## src/rtl/spi_master_core.sv

```systemverilog
// rtl/spi_master_core.sv - Wishbone-controlled SPI master with programmable divider, length, edges and bit order
module spi_master_core #(
    parameter int SS_NB = 8,
    parameter int DIV_W = 16
) (
    input  logic             wb_clk_i,
    input  logic             wb_rst_n_i,
    input  logic [4:0]       wb_adr_i,
    input  logic [31:0]      wb_dat_i,
    output logic [31:0]      wb_dat_o,
    input  logic [3:0]       wb_sel_i,
    input  logic             wb_we_i,
    input  logic             wb_stb_i,
    input  logic             wb_cyc_i,
    output logic             wb_ack_o,
    output logic             wb_err_o,
    output logic             wb_int_o,
    output logic [SS_NB-1:0] ss_pad_o,
    output logic             sclk_pad_o,
    output logic             mosi_pad_o,
    input  logic             miso_pad_i
);
    typedef enum logic [1:0] {S_IDLE, S_SHIFT, S_DONE} state_t;

    localparam logic [2:0] OFF_TX   = 3'd0;
    localparam logic [2:0] OFF_RX   = 3'd1;
    localparam logic [2:0] OFF_CTRL = 3'd2;
    localparam logic [2:0] OFF_DIV  = 3'd3;
    localparam logic [2:0] OFF_SS   = 3'd4;

    state_t           r_state, w_state_nxt;
    logic [31:0]      r_tx, r_rx, r_shift, r_dat;
    logic [13:0]      r_ctrl;
    logic [DIV_W-1:0] r_divider, r_div_cnt;
    logic [SS_NB-1:0] r_ss;
    logic             r_ack, r_int, r_sclk, r_mosi;
    logic [5:0]       r_len, r_tx_k, r_rx_k;
    logic [6:0]       r_edge_cnt;

    function automatic logic [31:0] f_merge(input logic [31:0] old_v, input logic [31:0] wr_v,
                                            input logic [3:0] sel);
        logic [31:0] res;
        for (int i = 0; i < 4; i++)
            res[8*i +: 8] = sel[i] ? wr_v[8*i +: 8] : old_v[8*i +: 8];
        return res;
    endfunction

    // Maps the k-th transmitted bit to its position inside the character
    function automatic logic [4:0] f_pos(input logic [5:0] k, input logic [5:0] len, input logic lsb);
        logic [5:0] p;
        p = lsb ? k : (len - 6'd1 - k);
        return p[4:0];
    endfunction

    logic             w_access, w_wr_ok, w_start, w_tick, w_rx_edge, w_tx_edge, w_last, w_unused;
    logic [2:0]       w_off;
    logic [31:0]      w_tx_wr, w_ctrl_wr, w_div_wr, w_ss_wr, w_rd_data, w_rx_mask;
    logic [13:0]      w_ctrl_new;
    logic [5:0]       w_len_new;
    logic [4:0]       w_tx_pos, w_rx_pos, w_first_pos;

    assign w_unused  = &{1'b0, wb_adr_i[1:0]};
    assign w_off     = wb_adr_i[4:2];
    assign w_access  = wb_cyc_i & wb_stb_i & ~r_ack;
    assign w_wr_ok   = w_access & wb_we_i & ~r_ctrl[8];

    assign w_tx_wr   = f_merge(r_tx, wb_dat_i, wb_sel_i);
    assign w_ctrl_wr = f_merge({18'b0, r_ctrl}, wb_dat_i, wb_sel_i);
    assign w_div_wr  = f_merge(32'(r_divider), wb_dat_i, wb_sel_i);
    assign w_ss_wr   = f_merge(32'(r_ss), wb_dat_i, wb_sel_i);
    assign w_ctrl_new = w_ctrl_wr[13:0] & 14'h3F3F;

    // Lengths beyond 32 have no meaning for a 32-bit shifter and are treated like 0
    assign w_len_new = (w_ctrl_new[5:0] == 6'd0 || w_ctrl_new[5:0] > 6'd32) ? 6'd32 : w_ctrl_new[5:0];
    assign w_start   = w_wr_ok && (w_off == OFF_CTRL) && w_ctrl_new[8] && (r_state == S_IDLE);

    assign w_tick    = (r_state == S_SHIFT) && (r_div_cnt == '0);
    assign w_rx_edge = w_tick && (r_ctrl[9]  ? r_sclk : ~r_sclk);
    assign w_tx_edge = w_tick && (r_ctrl[10] ? r_sclk : ~r_sclk);
    assign w_last    = w_tick && (r_edge_cnt == 7'd1);

    assign w_tx_pos    = f_pos(r_tx_k + 6'd1, r_len, r_ctrl[11]);
    assign w_rx_pos    = f_pos(r_rx_k, r_len, r_ctrl[11]);
    assign w_first_pos = f_pos(6'd0, w_len_new, w_ctrl_new[11]);
    assign w_rx_mask   = 32'hFFFF_FFFF >> (6'd32 - r_len);

    always_comb begin
        w_rd_data = 32'h0;
        case (w_off)
            OFF_TX:   w_rd_data = r_tx;
            OFF_RX:   w_rd_data = r_rx;
            OFF_CTRL: w_rd_data = {18'b0, r_ctrl};
            OFF_DIV:  w_rd_data = 32'(r_divider);
            OFF_SS:   w_rd_data = 32'(r_ss);
            default:  w_rd_data = 32'h0;
        endcase
    end

    always_comb begin
        w_state_nxt = r_state;
        case (r_state)
            S_IDLE:  if (w_start) w_state_nxt = S_SHIFT;
            S_SHIFT: if (w_last)  w_state_nxt = S_DONE;
            S_DONE:  w_state_nxt = S_IDLE;
            default: w_state_nxt = S_IDLE;
        endcase
    end

    always_ff @(posedge wb_clk_i or negedge wb_rst_n_i) begin
        if (!wb_rst_n_i) r_state <= S_IDLE;
        else             r_state <= w_state_nxt;
    end

    always_ff @(posedge wb_clk_i or negedge wb_rst_n_i) begin
        if (!wb_rst_n_i) begin
            r_shift    <= 32'h0;
            r_len      <= 6'd0;
            r_tx_k     <= 6'd0;
            r_rx_k     <= 6'd0;
            r_edge_cnt <= 7'd0;
            r_div_cnt  <= '0;
            r_sclk     <= 1'b0;
            r_mosi     <= 1'b0;
        end else if (w_start) begin
            r_shift    <= r_tx;
            r_len      <= w_len_new;
            r_tx_k     <= 6'd0;
            r_rx_k     <= 6'd0;
            r_edge_cnt <= {w_len_new, 1'b0};
            r_div_cnt  <= r_divider;
            r_sclk     <= 1'b0;
            r_mosi     <= r_tx[w_first_pos];
        end else if (r_state == S_SHIFT) begin
            if (r_div_cnt != '0) begin
                r_div_cnt <= r_div_cnt - DIV_W'(1);
            end else begin
                r_div_cnt  <= r_divider;
                r_sclk     <= ~r_sclk;
                r_edge_cnt <= r_edge_cnt - 7'd1;
                if (w_rx_edge) begin
                    r_shift[w_rx_pos] <= miso_pad_i;
                    r_rx_k            <= r_rx_k + 6'd1;
                end
                // Bits still to send are read before they can be overwritten by received ones
                if (w_tx_edge && !w_last && ((r_tx_k + 6'd1) < r_len)) begin
                    r_mosi <= r_shift[w_tx_pos];
                    r_tx_k <= r_tx_k + 6'd1;
                end
            end
        end
    end

    always_ff @(posedge wb_clk_i or negedge wb_rst_n_i) begin
        if (!wb_rst_n_i) begin
            r_ack     <= 1'b0;
            r_dat     <= 32'h0;
            r_tx      <= 32'h0;
            r_rx      <= 32'h0;
            r_ctrl    <= 14'h0;
            r_divider <= '0;
            r_ss      <= '0;
            r_int     <= 1'b0;
        end else begin
            r_ack <= wb_cyc_i & wb_stb_i & ~r_ack;
            r_dat <= w_access ? w_rd_data : 32'h0;
            if (w_wr_ok) begin
                case (w_off)
                    OFF_TX:   r_tx      <= w_tx_wr;
                    OFF_CTRL: r_ctrl    <= w_ctrl_new;
                    OFF_DIV:  r_divider <= w_div_wr[DIV_W-1:0];
                    OFF_SS:   r_ss      <= w_ss_wr[SS_NB-1:0];
                    default:  ;
                endcase
            end
            if (r_state == S_DONE) begin
                r_rx      <= r_shift & w_rx_mask;
                r_ctrl[8] <= 1'b0;
                r_int     <= r_ctrl[12];
            end else if (w_access) begin
                r_int <= 1'b0;
            end
        end
    end

    assign wb_ack_o   = r_ack;
    assign wb_dat_o   = r_dat;
    assign wb_err_o   = 1'b0;
    assign wb_int_o   = r_int;
    assign sclk_pad_o = r_sclk;
    assign mosi_pad_o = r_mosi;
    assign ss_pad_o   = (r_ctrl[13] && r_state != S_SHIFT) ? {SS_NB{1'b1}} : ~r_ss;
endmodule

```

## config.mk

```make
export PLATFORM = sky130hd
export DESIGN_NAME = spi_master_core
export DESIGN_NICKNAME = d
export VERILOG_FILES = /design/src/rtl/spi_master_core.sv
export SDC_FILE = /design/constraint.sdc
export NUM_CORES = 1
export LEC_CHECK = 0
export ABC_AREA = 1
export BUFFER_PORTS_ARGS = -buffer_cell sky130_fd_sc_hd__buf_4
export CAP_MARGIN = 15
export CORE_AREA = 2 2 140 142
export DETAILED_ROUTE_END_ITERATION = 10
export DIE_AREA = 0 0 142 144
export PLACE_DENSITY = 0.79
export SETUP_SLACK_MARGIN = 0.4
export SLEW_MARGIN = 5
export SYNTH_ARGS = -nofsm -noshare
export SYNTH_HDL_FRONTEND = slang
export SYNTH_SLANG_ARGS = --single-unit
```

## constraint.sdc

```tcl
create_clock -name wb_clk_i -period 5.7 [get_ports wb_clk_i]
set_clock_uncertainty 0.05 [all_clocks]
set_input_delay 1.14 -clock wb_clk_i [delete_from_list [all_inputs] [get_ports wb_clk_i]]
set_output_delay 1.14 -clock wb_clk_i [all_outputs]
set_load 0.005 [all_outputs]
```

# Word-level counts from Yosys, hierarchy flattened
# Index checks and enable logic that the tools add are counted.
totals:
  regBits: 211
  out_inout_bits: 45
  in_bits: 47
  elab_cells: 148
op_classes:
  magnitude_cmp: 6
  eq_ne: 11
  n_mux: 51
  reduce_logical: 38
  add_sub_neg: 9
  n_shift: 1
  bitwise: 9
op_table:
  columns: ["cell", "count"]
  rows:
  - ["32-bit 2-to-1 mux", 5]
  - ["32-bit case mux with 5 select lines", 1]
  - ["6-bit 2-to-1 mux", 10]
  - ["16-bit 2-to-1 mux", 3]
  - ["32-bit AND", 1]
  - ["32-bit bitwise mux", 1]
  - ["32-bit by 6-bit >> shifter with 32-bit output (first input constant)", 1]
  - ["3-bit AND reduction", 10]
  - ["7-bit 2-to-1 mux", 3]
  - ["5-bit by 6-bit < comparator with 1-bit output (second input constant)", 3]
  - ["9-bit 2-to-1 mux", 2]
  - ["16-bit logical NOT", 1]
  - ["16-bit nonzero test", 1]
  - ["16-bit by 1-bit subtractor with 16-bit output (second input constant)", 1]
  - ["1-bit 2-to-1 mux", 15]
  - ["5-bit 2-to-1 mux", 3]
  - ["6-bit by 1-bit adder with 6-bit output (second input constant)", 2]
  - ["2-bit nonzero test", 6]
  - ["1-bit logical AND", 11]
  - ["1-bit binary-select mux with 5-bit select", 2]
  - ["5-bit by 1-bit subtractor with 5-bit output (second input constant)", 2]
  - ["5-bit subtractor", 2]
  - ["8-bit 2-to-1 mux", 1]
  - ["8-bit NOT", 1]
  - ["other kinds (25)", 37]

# Depth between registers and ports, before layout
# Gate-level depths: netlist of the first run.
logic_depth:
  word_depth: 12
  depth_mapped: 20
  mapped_depth_nobuf: 19

# Worst setup path before layout of the first run
# No wires, ideal clock.
synth_timing:
  path_kind: "input to register"
  start: "input port wb_sel_i[0]"
  end: "register r_mosi, in the netlist mosi_pad_o"
  required_time_ps: 5537
  setup_slack_ps: 2233
  setup_ps: 113
  path_buffers: 2
  t_arrival_ps: 3305
  path_stages: 17
  path_cell_list: "buf_6 > o21ai_2 > nor2_1 > nand3_2 > nand3_4 > buf_6 > ha_1 > nor2_1 > inv_1 > nand3_1 > nand3_1 > nand3_1 > nand2_1 > nand2_1 > nand3_1 > nand2_1 > inv_1"
synth_between:
  elab_chain_len: 9
  elab_cells_between_ends: 10
  cone_classes: "add/sub (1); order compare (1); mux (6); reduce/logical (2)"
synth_lines:
  columns: ["item", "line_no", "text"]
  rows:
  - ["from (decl)", "11", "input logic [3:0] wb_sel_i,"]
  - ["6-bit 2-to-1 mux (*)", "44", "res[8*i +: 8] = sel[i] ? wr_v[8*i +: 8] : old_v[8*i +: 8];"]
  - ["6-bit greater-than comparator or 6-bit logical NOT (tied branches)", "74", "assign w_len_new = (w_ctrl_new[5:0] == 6'd0 || w_ctrl_new[5:0] > 6'd32) ? 6'd32 : w_ctrl_new[5:0];"]
  - ["1-bit logical OR", "74", null]
  - ["6-bit 2-to-1 mux (*)", "74", null]
  - ["5-bit by 1-bit subtractor with 5-bit output (*)", "51", "p = lsb ? k : (len - 6'd1 - k);"]
  - ["5-bit 2-to-1 mux (*)", "51", null]
  - ["1-bit binary-select mux with 5-bit select (*)", "132", "r_mosi <= r_tx[w_first_pos];"]
  - ["1-bit 2-to-1 mux (implied by the code) (*)", "132", null]
  - ["1-bit 2-to-1 mux (*)", "124", "end else if (w_start) begin"]
  - ["to (signal assigned)", "132", null]
  - ["to (signal assigned)", "146", "r_mosi <= r_shift[w_tx_pos];"]
  - ["to (decl)", "36", "logic r_ack, r_int, r_sclk, r_mosi;"]
# Every way passes the cells marked *; elsewhere a longest branch is shown, timed or not. The select of a mux whose other input is x is not followed.
# A chain may end at the register's enable or synchronous reset.

# Final worst setup path of the first run
layout_timing:
  start: "register r_len[0]"
  end: "register r_shift[28]"
layout_between:
  elab_chain_len: 12
  elab_cells_between_ends: 13
  cone_classes: "add/sub (2); order compare (2); mux (8); reduce/logical (1)"
layout_lines:
  columns: ["item", "line_no", "text"]
  rows:
  - ["from (decl)", "37", "logic [5:0] r_len, r_tx_k, r_rx_k;"]
  - ["from (signal assigned)", "126", "r_len <= w_len_new;"]
  - ["5-bit by 1-bit subtractor with 5-bit output (*)", "51", null]
  - ["5-bit subtractor (*)", "51", null]
  - ["5-bit 2-to-1 mux (*)", "51", null]
  - ["5-bit by 6-bit < comparator with 1-bit output (implied by the code) or 5-bit by 1-bit >= comparator with 1-bit output (tied branches)", "141", "r_shift[w_rx_pos] <= miso_pad_i;"]
  - ["1-bit logical AND (implied by the code)", "141", null]
  - ["1-bit 2-to-1 mux (implied by the code)", "141", null]
  - ["1-bit demux with 5-bit select (*)", "141", null]
  - ["32-bit bitwise mux (*)", "141", null]
  - ["32-bit 2-to-1 mux (*)", "140", "if (w_rx_edge) begin"]
  - ["32-bit 2-to-1 mux (*)", "134", "if (r_div_cnt != '0) begin"]
  - ["32-bit 2-to-1 mux (*)", "133", "end else if (r_state == S_SHIFT) begin"]
  - ["32-bit 2-to-1 mux (*)", "124", null]
  - ["to (signal assigned)", "125", "r_shift <= r_tx;"]
  - ["to (signal, indexed assignment)", "141", null]
  - ["to (decl)", "32", "logic [31:0] r_tx, r_rx, r_shift, r_dat;"]
# Marks and branches as above.

==> results of run 1 <==
[metal layers]
layer	global-route usage, %	routed length [um]	up-vias
li1	-	-	4835
met1	46.6	13800	5090
met2	50.9	15100	547
met3	5.79	3080	81
met4	8.42	876	0
met5	0	0	-
[placed cells by master, fill, tap and decap left out, types with 3 or more instances in the layout]
| master | instances |
|---|---|
| bufinv_16 | 3 |
| buf_4 | 97 |
| o221ai_1 | 35 |
| o22ai_1 | 23 |
| o21ai_0 | 138 |
| clkbuf_1 | 6 |
| nor4_1 | 4 |
| o211ai_1 | 21 |
| inv_1 | 176 |
| xnor2_1 | 6 |
| nor3_4 | 6 |
| mux2_2 | 8 |
| clkbuf_16 | 24 |
| inv_2 | 10 |
| xor2_1 | 11 |
| clkbuf_8 | 4 |
| a211oi_1 | 3 |
| o21ai_1 | 13 |
| nand2_1 | 289 |
| ha_1 | 25 |
| nand2_2 | 8 |
| nand4_1 | 14 |
| nor2_2 | 3 |
| dfrtp_1 | 210 |
| clkinvlp_4 | 3 |
| nor3_1 | 10 |
| o2111ai_1 | 3 |
| a31oi_1 | 6 |
| a21oi_1 | 56 |
| nand3_1 | 122 |
| a221oi_1 | 11 |
| nor2_1 | 97 |
[logic make-up after synthesis]
group                    share of synthesized area, %
AND/OR/NAND/NOR                                  22.6
other                                          0.0334
buffers and inverters                            8.30
XOR/XNOR                                         1.33
AO/OA/AOI/OAI                                    17.0
multiplexers                                    0.803
adder cells (fa/ha/maj)                          3.14
flip-flops                                       46.8
[flip-flops by register name (all words and copies together), names as in the netlist, 7 cells and up]
name / flops
r_rx: 32
r_shift: 32
r_tx: 32
wb_dat_o: 32
r_div_cnt: 16
r_divider: 16
r_ctrl: 12
r_ss: 8
r_edge_cnt: 7
[area by class of cell]
cell class / count / area (um2) / area share (%)
Clock buffer: 33 / 664 / 5.16
Clock inverter: 10 / 151 / 1.18
Inverter: 186 / 698 / 5.42
Multi-Input combinational cell: 940 / 5050 / 39.2
Sequential cell: 210 / 5260 / 40.8
Tap cell: 238 / 298 / 2.31
Timing Repair Buffer: 99 / 762 / 5.92
[path summary, 6_finish.rpt]
kind                       startpoint           end  slack, ns  cells past startpoint
hold reg to reg              r_rx[16]      r_rx[16]       0.43                      2
min in group asynchronous  wb_rst_n_i  r_div_cnt[7]       0.62                      1
setup / recovery             r_len[0]   r_shift[28]       1.89                     16
setup reg to reg             r_len[0]   r_shift[28]       1.89                     16
hold / removal               r_rx[16]      r_rx[16]       0.43                      2
max in group asynchronous  wb_rst_n_i   r_shift[25]       3.89                      2
[where the power goes]
group	total [mW]	switching (mW)	leakage [nW]	internal, mW
combinational	0.182	0.122	2.99	0.0599
sequential	1.52	0.0121	2.72	1.50
clock	1.59	0.634	0.386	0.956
[tightest hold or removal path: stages (launching register included)]
cell and delay, ns:
dfrtp_1 0.34, nand2_1 0.05, o31ai_1 0.05
[per-stage QoR]
stage	area, um2	util [%]
2_1_floorplan	11200	-
3_3_place_gp	12100	63.2
3_5_place_dp	12100	63.2
4_1_cts	12900	67.5
5_1_grt	12900	67.5
6_report	12900	67.5
==> flow_metrics.env, run 1 <==
export IMPL_path_buf_inv=2
export IMPL_ctsResizeCount=0
export IMPL_overflow=0
export IMPL_routabilityCongestion=0.987
export IMPL_synth_top_area_share_pct=46.8
export IMPL_synth_most_common_cell="nand2_1"
export IMPL_period_share_pct=66.8
export IMPL_fin_tns_setup_ns=0
export IMPL_drt_first_pass_iters=6
export IMPL_final_cell_count_no_fill=1716
export IMPL_power_density_mw_per_mm2=255
export IMPL_port_buffer_count=88
export IMPL_cp_start_kind="register"
export IMPL_finalMaxSlewViolations=0
export IMPL_antennaDiodeCount=0
export IMPL_postRouteAntennaNets=0
export IMPL_grt_max_degree=121
export IMPL_ir_worst_vdd_uv=211
export IMPL_wl_per_cell_um=19.1
export IMPL_fmax_mhz=263
export IMPL_tritoncts="yes"
export IMPL_finalHoldViolCount=0
export IMPL_setup_viol=0
export IMPL_critical_path_class="register to register"
export IMPL_cts_path_max_buffers=3
export IMPL_routed_wl_um=32800
export IMPL_synth_common_cells="nand2_1, dfrtp_1, inv_1"
export IMPL_row_count=51
export IMPL_cp_cell_sequence="inv_1, ha_1, inv_1, ha_1, ha_1, nand2_1, nor2_1, a211oi_1, nor2_1, nor2_1, xor2_1, nand2_1, nor2_1, nand2_1, nand3_1, o221ai_1"
export IMPL_synth_async_sr_flop_share_pct=100
export IMPL_finalNetCount=1535
export IMPL_cts_buffers=24
export IMPL_ys_warn_count=0
export IMPL_first_iter_violations=1337
export IMPL_syn_num_nets=1462
export IMPL_nFillCells=1534
export IMPL_clkLatencyLatePin_ns=0.53
export IMPL_clock_sinks=210
export IMPL_die_area_mm2=0.0204
export IMPL_whs_ns=0.431
export IMPL_power_static_leakage_nw=6.10
export IMPL_area_growth_pct=14.8
export IMPL_worstPathMaxFanout=7
export IMPL_critical_path_top_delay_family="adder cells"
export IMPL_track_usage_pct=32.3
export IMPL_status="finished clean"
export IMPL_antenna_found_initial=0
export IMPL_grt_pass1_wl_um=52000
export IMPL_coreArea_mm2=0.0191
export IMPL_dpl_hpwl_um=23600
export IMPL_die_w_um=142
export IMPL_dp_cells=1673
export IMPL_power_mw=3.29
export IMPL_ioPinCount=92
export IMPL_drc=0
export IMPL_layout_setup_ws_ns=1.89
export IMPL_slowest_delay_ns=0.52
export IMPL_clkSlewWorstSetupHoldPaths_ns=0.06
export IMPL_synth_cells=1388
export IMPL_netlist_top_cells_area="dfrtp_1, nand2_1, o21ai_0"
export IMPL_min_path_type="register to register"
export IMPL_cpMaxStageDelayCell="ha_1"
export IMPL_synth_area_mm2=0.0112
export IMPL_yosys_area_top_type="dfrtp_1"
export IMPL_cts_max_level=1
export IMPL_cp_required_ns=6.00
export IMPL_drive_gt1_share_pct=12.5
export IMPL_post_cts_buffers=0
export IMPL_synth_seq_cells=210
export IMPL_via_count=10553
export IMPL_start_util_pct=58.8
export IMPL_ys_types=51
export IMPL_vias_per_cell=6.15
export IMPL_critPathMostFrequentCell="nor2_1"
export IMPL_seq_area_frac_synth_pct=46.8
export IMPL_end_kind="register"
export IMPL_grt_pass1_vias=9658
export IMPL_max_slew_margin_pct=27.5
export IMPL_fin_crit_ns=3.81
export IMPL_synth_edf_count=0
export IMPL_dp_slack_ns=1.72
export IMPL_syn_area_per_cell_um2=8.09
export IMPL_rsz0062_at_grt="false"
export IMPL_worstMarginPinSlew_ns=1.09
export IMPL_synth_ff_type="dfrtp_1"
export IMPL_ctsHoldBuffers=0
export IMPL_maxCapViolations=0
export IMPL_fp_dieH_um=144
export IMPL_arrival_ns=4.11
export IMPL_clock_tree_root_cell="clkbuf_16"
Note: power is estimated with default switching activity, not from simulation.
==> run 2: changes to the inputs <==
--- a/config.mk
+++ b/config.mk
@@ -8,10 +8,10 @@
 export ABC_AREA = 1
 export BUFFER_PORTS_ARGS = -buffer_cell sky130_fd_sc_hd__buf_4
 export CAP_MARGIN = 15
-export CORE_AREA = 2 2 140 142
+export CORE_AREA = 2 2 146 148
 export DETAILED_ROUTE_END_ITERATION = 10
-export DIE_AREA = 0 0 142 144
-export PLACE_DENSITY = 0.79
+export DIE_AREA = 0 0 148 150
+export PLACE_DENSITY = 0.77
 export SETUP_SLACK_MARGIN = 0.4
 export SLEW_MARGIN = 5
 export SYNTH_ARGS = -nofsm -noshare
==> constraint.sdc (replaced) <==
create_clock -name wb_clk_i -period 3.2 [get_ports wb_clk_i]
set_clock_uncertainty 0.05 [all_clocks]
set_input_delay 0.64 -clock wb_clk_i [delete_from_list [all_inputs] [get_ports wb_clk_i]]
set_output_delay 0.64 -clock wb_clk_i [all_outputs]
set_load 0.005 [all_outputs]
==> flow_metrics.env, run 2 (synthesized netlist as in run 1, its figures left out) <==
export IMPL_vias_per_cell=5.99
export IMPL_port_buffer_count=88
export IMPL_worstMarginPinSlew_ns=1.06
export IMPL_busiest_layer="met2"
export IMPL_cp_cell_sequence="inv_2, ha_4, inv_2, ha_4, ha_4, nand2_2, nor2_2, a211oi_2, nor2_2, nor2_4, xor2_4, nand2_2, nor2_4, nand2_2, nand3_1, o221ai_1"
export IMPL_clkSlewWorstSetupHoldPaths_ns=0.06
export IMPL_layout_cells_most_common="nand2_1"
export IMPL_setup_viol=0
export IMPL_power_mw=5.88
export IMPL_cts_max_level=1
export IMPL_fmax_mhz=355
export IMPL_antenna_found_initial=0
export IMPL_final_area_mm2=0.0137
export IMPL_cp_required_ns=3.51
export IMPL_cts_path_max_buffers=3
export IMPL_clkLatencyLatePin_ns=0.53
export IMPL_fin_tns_setup_ns=0
export IMPL_status="finished clean"
export IMPL_routabilityCongestion=0.934
export IMPL_fin_crit_ns=2.81
export IMPL_postPlaceCellArea_mm2=0.0124
export IMPL_arrival_ns=3.13
export IMPL_gr_usage_met3_pct=6.43
export IMPL_rsz0062_at_grt="true"
export IMPL_fp_dieH_um=150
export IMPL_routed_wl_um=34500
export IMPL_ctsHoldBuffers=0
export IMPL_coreArea_mm2=0.0207
export IMPL_fin_util_pct=66.0
export IMPL_cp_start_kind="register"
export IMPL_wl_per_cell_um=19.2
export IMPL_drc=0
export IMPL_ir_worst_vdd_uv=431
export IMPL_die_area_mm2=0.0222
export IMPL_finalHoldViolCount=0
export IMPL_overflow=0
export IMPL_antennaDiodeCount=0
export IMPL_grt_pass1_wl_um=54300
export IMPL_worstPathMaxFanout=6
export IMPL_maxCapViolations=0
export IMPL_via_count=10747
export IMPL_finalNetCount=1577
export IMPL_tritoncts="yes"
export IMPL_ioPinCount=92
export IMPL_slowest_delay_ns=0.38
export IMPL_postRouteAntennaNets=0
export IMPL_layout_common_cells="nand2_1, dfrtp_1, inv_1"
export IMPL_grt_pass1_vias=10212
export IMPL_use_met2_pct=47.6
export IMPL_dpl_hpwl_um=24400
export IMPL_drt_first_pass_iters=6
export IMPL_power_static_leakage_nw=6.40
export IMPL_drive_gt1_share_pct=20.5
export IMPL_clock_tree_root_cell="clkbuf_16"
export IMPL_period_share_pct=87.9
export IMPL_min_path_type="primary input to async pin"
export IMPL_grtUsageMet1_pct=44.0
export IMPL_end_kind="register"
export IMPL_track_usage_pct=31.1
export IMPL_finalMaxSlewViolations=0
export IMPL_clock_sinks=210
export IMPL_row_count=53
export IMPL_cts_buffers=24
export IMPL_cpMaxStageDelayCell="dfrtp_1"
export IMPL_first_iter_violations=1200
export IMPL_critical_path_class="register to register"
export IMPL_start_util_pct=54.2
export IMPL_area_growth_pct=21.7
export IMPL_max_slew_margin_pct=29.2
export IMPL_die_w_um=148
export IMPL_power_density_mw_per_mm2=431
export IMPL_grt_max_degree=74
export IMPL_whs_ns=0.0702
run 2: cell types whose count changed in the layout (fill, tap and decap cells not counted), sizes merged:
cell      previous run  this run
buf                 98       140
clkinv               4         7
clkinvlp             3         0
bufinv               3         2
inv                186       187
run 2: area by class of cell:
cell class	instances	area, um2
fillers	1713	7030
multi-input cells	940	5400
flip-flops and latches	210	5260
repair buffers	141	1130
inverters	186	708
clock buffers	33	706
well taps	275	344
clock inverters	10	108
run 2: report_power, final:
group / switching [mW] / internal, mW / leakage (nW)
logic: 0.235 / 0.126 / 3.27
registers: 0.0226 / 2.68 / 2.72
clock network: 1.12 / 1.70 / 0.408
total: 1.38 / 4.51 / 6.40
run 2: final timing paths:
| path | startpoint | end | slack (ns) | cells after the start |
|---|---|---|---|---|
| min in group wb_clk_i | wb_dat_i[30] | r_tx[30] | 0.31 | 2 |
| worst min register to register | r_rx[19] | r_rx[19] | 0.43 | 2 |
| worst min-delay path | wb_rst_n_i | r_div_cnt[5] | 0.07 | 1 |
| worst max-delay path | r_len[0] | r_shift[29] | 0.39 | 16 |
| max in group asynchronous | wb_rst_n_i | r_rx[4] | 2.22 | 2 |
| worst max register to register | r_len[0] | r_shift[29] | 0.39 | 16 |
run 2: what timing repair did:
item / CTS / global route
buffers inserted: 3 / 8
endpoints found under the setup margin: 33 / 46
resized for setup: 18 / 84
cloned: 0 / 0
pin swaps: 3 / 23
run 2: worst max-delay path, delay by kind of cell, from the launching register on:
kind	cells	cell delay, ns
simple gates	8	0.77
compound gates	2	0.36
buf+inv	2	0.13
fa+ha+maj	3	0.65
flops	1	0.38
xor+xnor	1	0.31
run 2: metrics by stage:
| step | worst slack [ns] | instances |
|---|---|---|
| 3_5_place_dp | 0.152 | 1741 |
| 2_1_floorplan | 0.353 | 1388 |
| 4_1_cts | 0.389 | 1787 |
| 6_report | 0.386 | 1795 |
| 5_1_grt | 0.235 | 1795 |
| 3_3_place_gp | 0.211 | 1741 |
run 2: layer usage:
| metal | part of all wire [%] | routed length (um) |
|---|---|---|
| met4 | 3.8 | 1300 |
| met5 | 0 | 0 |
| met1 | 41 | 14100 |
| met2 | 45 | 15600 |
| met3 | 10 | 3490 |
==> run 3: changes to the inputs <==
--- a/config.mk
+++ b/config.mk
@@ -5,13 +5,12 @@
 export SDC_FILE = /design/constraint.sdc
 export NUM_CORES = 1
 export LEC_CHECK = 0
-export ABC_AREA = 1
 export BUFFER_PORTS_ARGS = -buffer_cell sky130_fd_sc_hd__buf_4
 export CAP_MARGIN = 15
 export CORE_AREA = 2 2 146 148
 export DETAILED_ROUTE_END_ITERATION = 10
 export DIE_AREA = 0 0 148 150
-export PLACE_DENSITY = 0.77
+export PLACE_DENSITY = 0.76
 export SETUP_SLACK_MARGIN = 0.4
 export SLEW_MARGIN = 5
 export SYNTH_ARGS = -nofsm -noshare
==> flow_metrics.env, run 3 <==
export IMPL_die_area_mm2=0.0222
export IMPL_power_density_mw_per_mm2=608
export IMPL_cp_start_kind="register"
export IMPL_dp_slack_ns=-0.0152
export IMPL_ys_types=79
export IMPL_overflow=0
export IMPL_synth_common_cells="dfrtp_1, nand2_1, nor2_1"
export IMPL_status="finished clean"
export IMPL_postPlaceCellArea_mm2=0.0127
export IMPL_reg2reg_from="r_tx_k[0]"
export IMPL_drt_first_pass_iters=5
export IMPL_cts_max_level=1
export IMPL_synth_cells=1098
export IMPL_power_mw=8.41
export IMPL_track_usage_pct=29.4
export IMPL_multi_input_area_mm2=0.00595
export IMPL_arrival_ns=3.47
export IMPL_cts_path_max_buffers=3
export IMPL_layout_common_cells="dfrtp_1, buf_4, nand2_1"
export IMPL_period_share_pct=97.9
export IMPL_vias_per_cell=6.11
export IMPL_layout_setup_ws_ns=0.0679
export IMPL_port_buffer_count=88
export IMPL_finalMaxSlewViolations=0
export IMPL_dpl_hpwl_um=22700
export IMPL_cts_buffers=23
export IMPL_nFillCells=1586
export IMPL_worstRegToRegCells=11
export IMPL_finalHoldViolCount=0
export IMPL_fmax_mhz=319
export IMPL_coreArea_mm2=0.0207
export IMPL_grt_pass1_vias=9533
export IMPL_fin_util_pct=66.8
export IMPL_drc=0
export IMPL_area_growth_pct=23.9
export IMPL_drive_gt1_share_pct=31.6
export IMPL_synth_ff_type="dfrtp_1"
export IMPL_cp_required_ns=3.54
export IMPL_row_count=53
export IMPL_die_w_um=148
export IMPL_startpoint="r_tx_k[0]"
export IMPL_syn_num_nets=1172
export IMPL_layout_cells_most_common="dfrtp_1"
export IMPL_grt_pass1_wl_um=51100
export IMPL_syn_area_per_cell_um2=10.2
export IMPL_dp_cells=1474
export IMPL_setup_viol=0
export IMPL_endpoint="mosi_pad_o"
export IMPL_end_kind="register"
export IMPL_clkSlewWorstSetupHoldPaths_ns=0.06
export IMPL_wl_per_cell_um=21.1
export IMPL_rr_endpoint="mosi_pad_o"
export IMPL_clock_sinks=210
export IMPL_start_util_pct=53.9
export IMPL_ioPinCount=92
export IMPL_fp_dieH_um=150
export IMPL_worstMarginPinSlew_ns=0.859
export IMPL_seq_area_frac_synth_pct=47.1
export IMPL_postRouteAntennaNets=0
export IMPL_min_path_type="primary input to async pin"
export IMPL_ys_warn_count=0
export IMPL_netlist_top_cells_area="dfrtp_1, mux2_2, mux2i_1"
export IMPL_rrSetupSlack_ns=0.07
export IMPL_whs_ns=0.0245
export IMPL_first_iter_violations=851
export IMPL_synth_most_common_cell="dfrtp_1"
export IMPL_clock_tree_root_cell="clkbuf_16"
export IMPL_antennaDiodeCount=0
export IMPL_fin_crit_ns=3.13
export IMPL_rsz0062_at_grt="true"
export IMPL_routabilityCongestion=0.928
export IMPL_synth_async_sr_flop_share_pct=100
export IMPL_final_cell_count_no_fill=1534
export IMPL_synth_top_area_share_pct=47.1
export IMPL_antenna_found_initial=0
export IMPL_via_count=9374
export IMPL_routed_wl_um=32400
export IMPL_synth_area_mm2=0.0112
export IMPL_grt_max_degree=75
export IMPL_worstPathMaxFanout=8
export IMPL_finalNetCount=1316
export IMPL_maxCapViolations=0
export IMPL_clkLatencyLatePin_ns=0.52
export IMPL_synth_edf_count=0
export IMPL_tritoncts="yes"
export IMPL_critical_path_class="register to register"
export IMPL_fin_tns_setup_ns=0
export IMPL_final_area_mm2=0.0138
export IMPL_power_static_leakage_nw=6.33
export IMPL_max_slew_margin_pct=42.7
export IMPL_yosys_area_top_type="dfrtp_1"
export IMPL_ff_latch_area_mm2=0.00526
export IMPL_ir_worst_vdd_uv=466
export IMPL_synth_seq_cells=210
run 3: cell count changes in the layout (fill, tap and decap cells not counted), sizes merged, moves of 16 or more:
cell / change
inv: -154
nor2: -18
nand2: -140
nand3: -93
buf: +27
o21ai: -60
o221ai: -33
mux2i: +61
mux2: +70
o211ai: -16
a22oi: +30
run 3: worst min-delay path by stage:
stage                    start            to  slack (ns)  cells after the start
CTS                 wb_rst_n_i  r_div_cnt[2]        0.03                      1
detailed placement     r_rx[3]       r_rx[3]        0.41                      2
global route        wb_rst_n_i  r_div_cnt[0]        0.06                      1
finish              wb_rst_n_i  r_div_cnt[2]        0.02                      1
global placement       r_rx[7]       r_rx[7]        0.41                      2
floorplan           wb_rst_n_i    mosi_pad_o        0.29                      0
run 3: timing repair:
item	CTS	global route
pin swaps	17	18
hold buffers	0	0
endpoints found under the setup margin	33	47
buffers inserted	12	6
resized for setup	34	34
run 3: cell type report:
cell class	instances	area share, %
Clock inverter	7	0.661
Timing Repair Buffer	168	9.90
Inverter	33	0.923
Tap cell	275	2.49
Clock buffer	35	5.00
Multi-Input combinational cell	806	43.0
Sequential cell	210	38.0
run 3: power by group:
part           internal [mW]  switching [mW]
Clock                   1.65            1.10
Combinational           1.18            1.26
Sequential              2.90           0.311
Total                   5.73            2.67
run 3: cells by family after synthesis:
| logic type | synth area share (%) |
|---|---|
| buf+inv | 3.00 |
| fa+ha+maj | 3.16 |
| other cells | 0.0336 |
| flops | 47.1 |
| compound gates | 14.1 |
| simple gates | 15.6 |
| mux | 15.1 |
| xor+xnor | 1.95 |
run 3: metal layers:
metal / vias to the layer above / wire length, um / GRT usage [%]
met5: - / 0 / 0
met4: 0 / 966 / 10.5
met3: 70 / 2220 / 4.48
met2: 395 / 15500 / 47.0
met1: 4678 / 13800 / 41.0
li1: 4231 / - / -
run 3: critical path, stage by stage (launching register included):
cell and delay (ns):
dfrtp_2 0.45, ha_4 0.28, inv_1 0.06, fa_1 0.50, mux2i_4 0.18, buf_12 0.17, mux4_2 0.54, mux2i_2 0.20
mux2i_1 0.10, mux2_2 0.29, o21ai_2 0.12, nor3_1 0.08
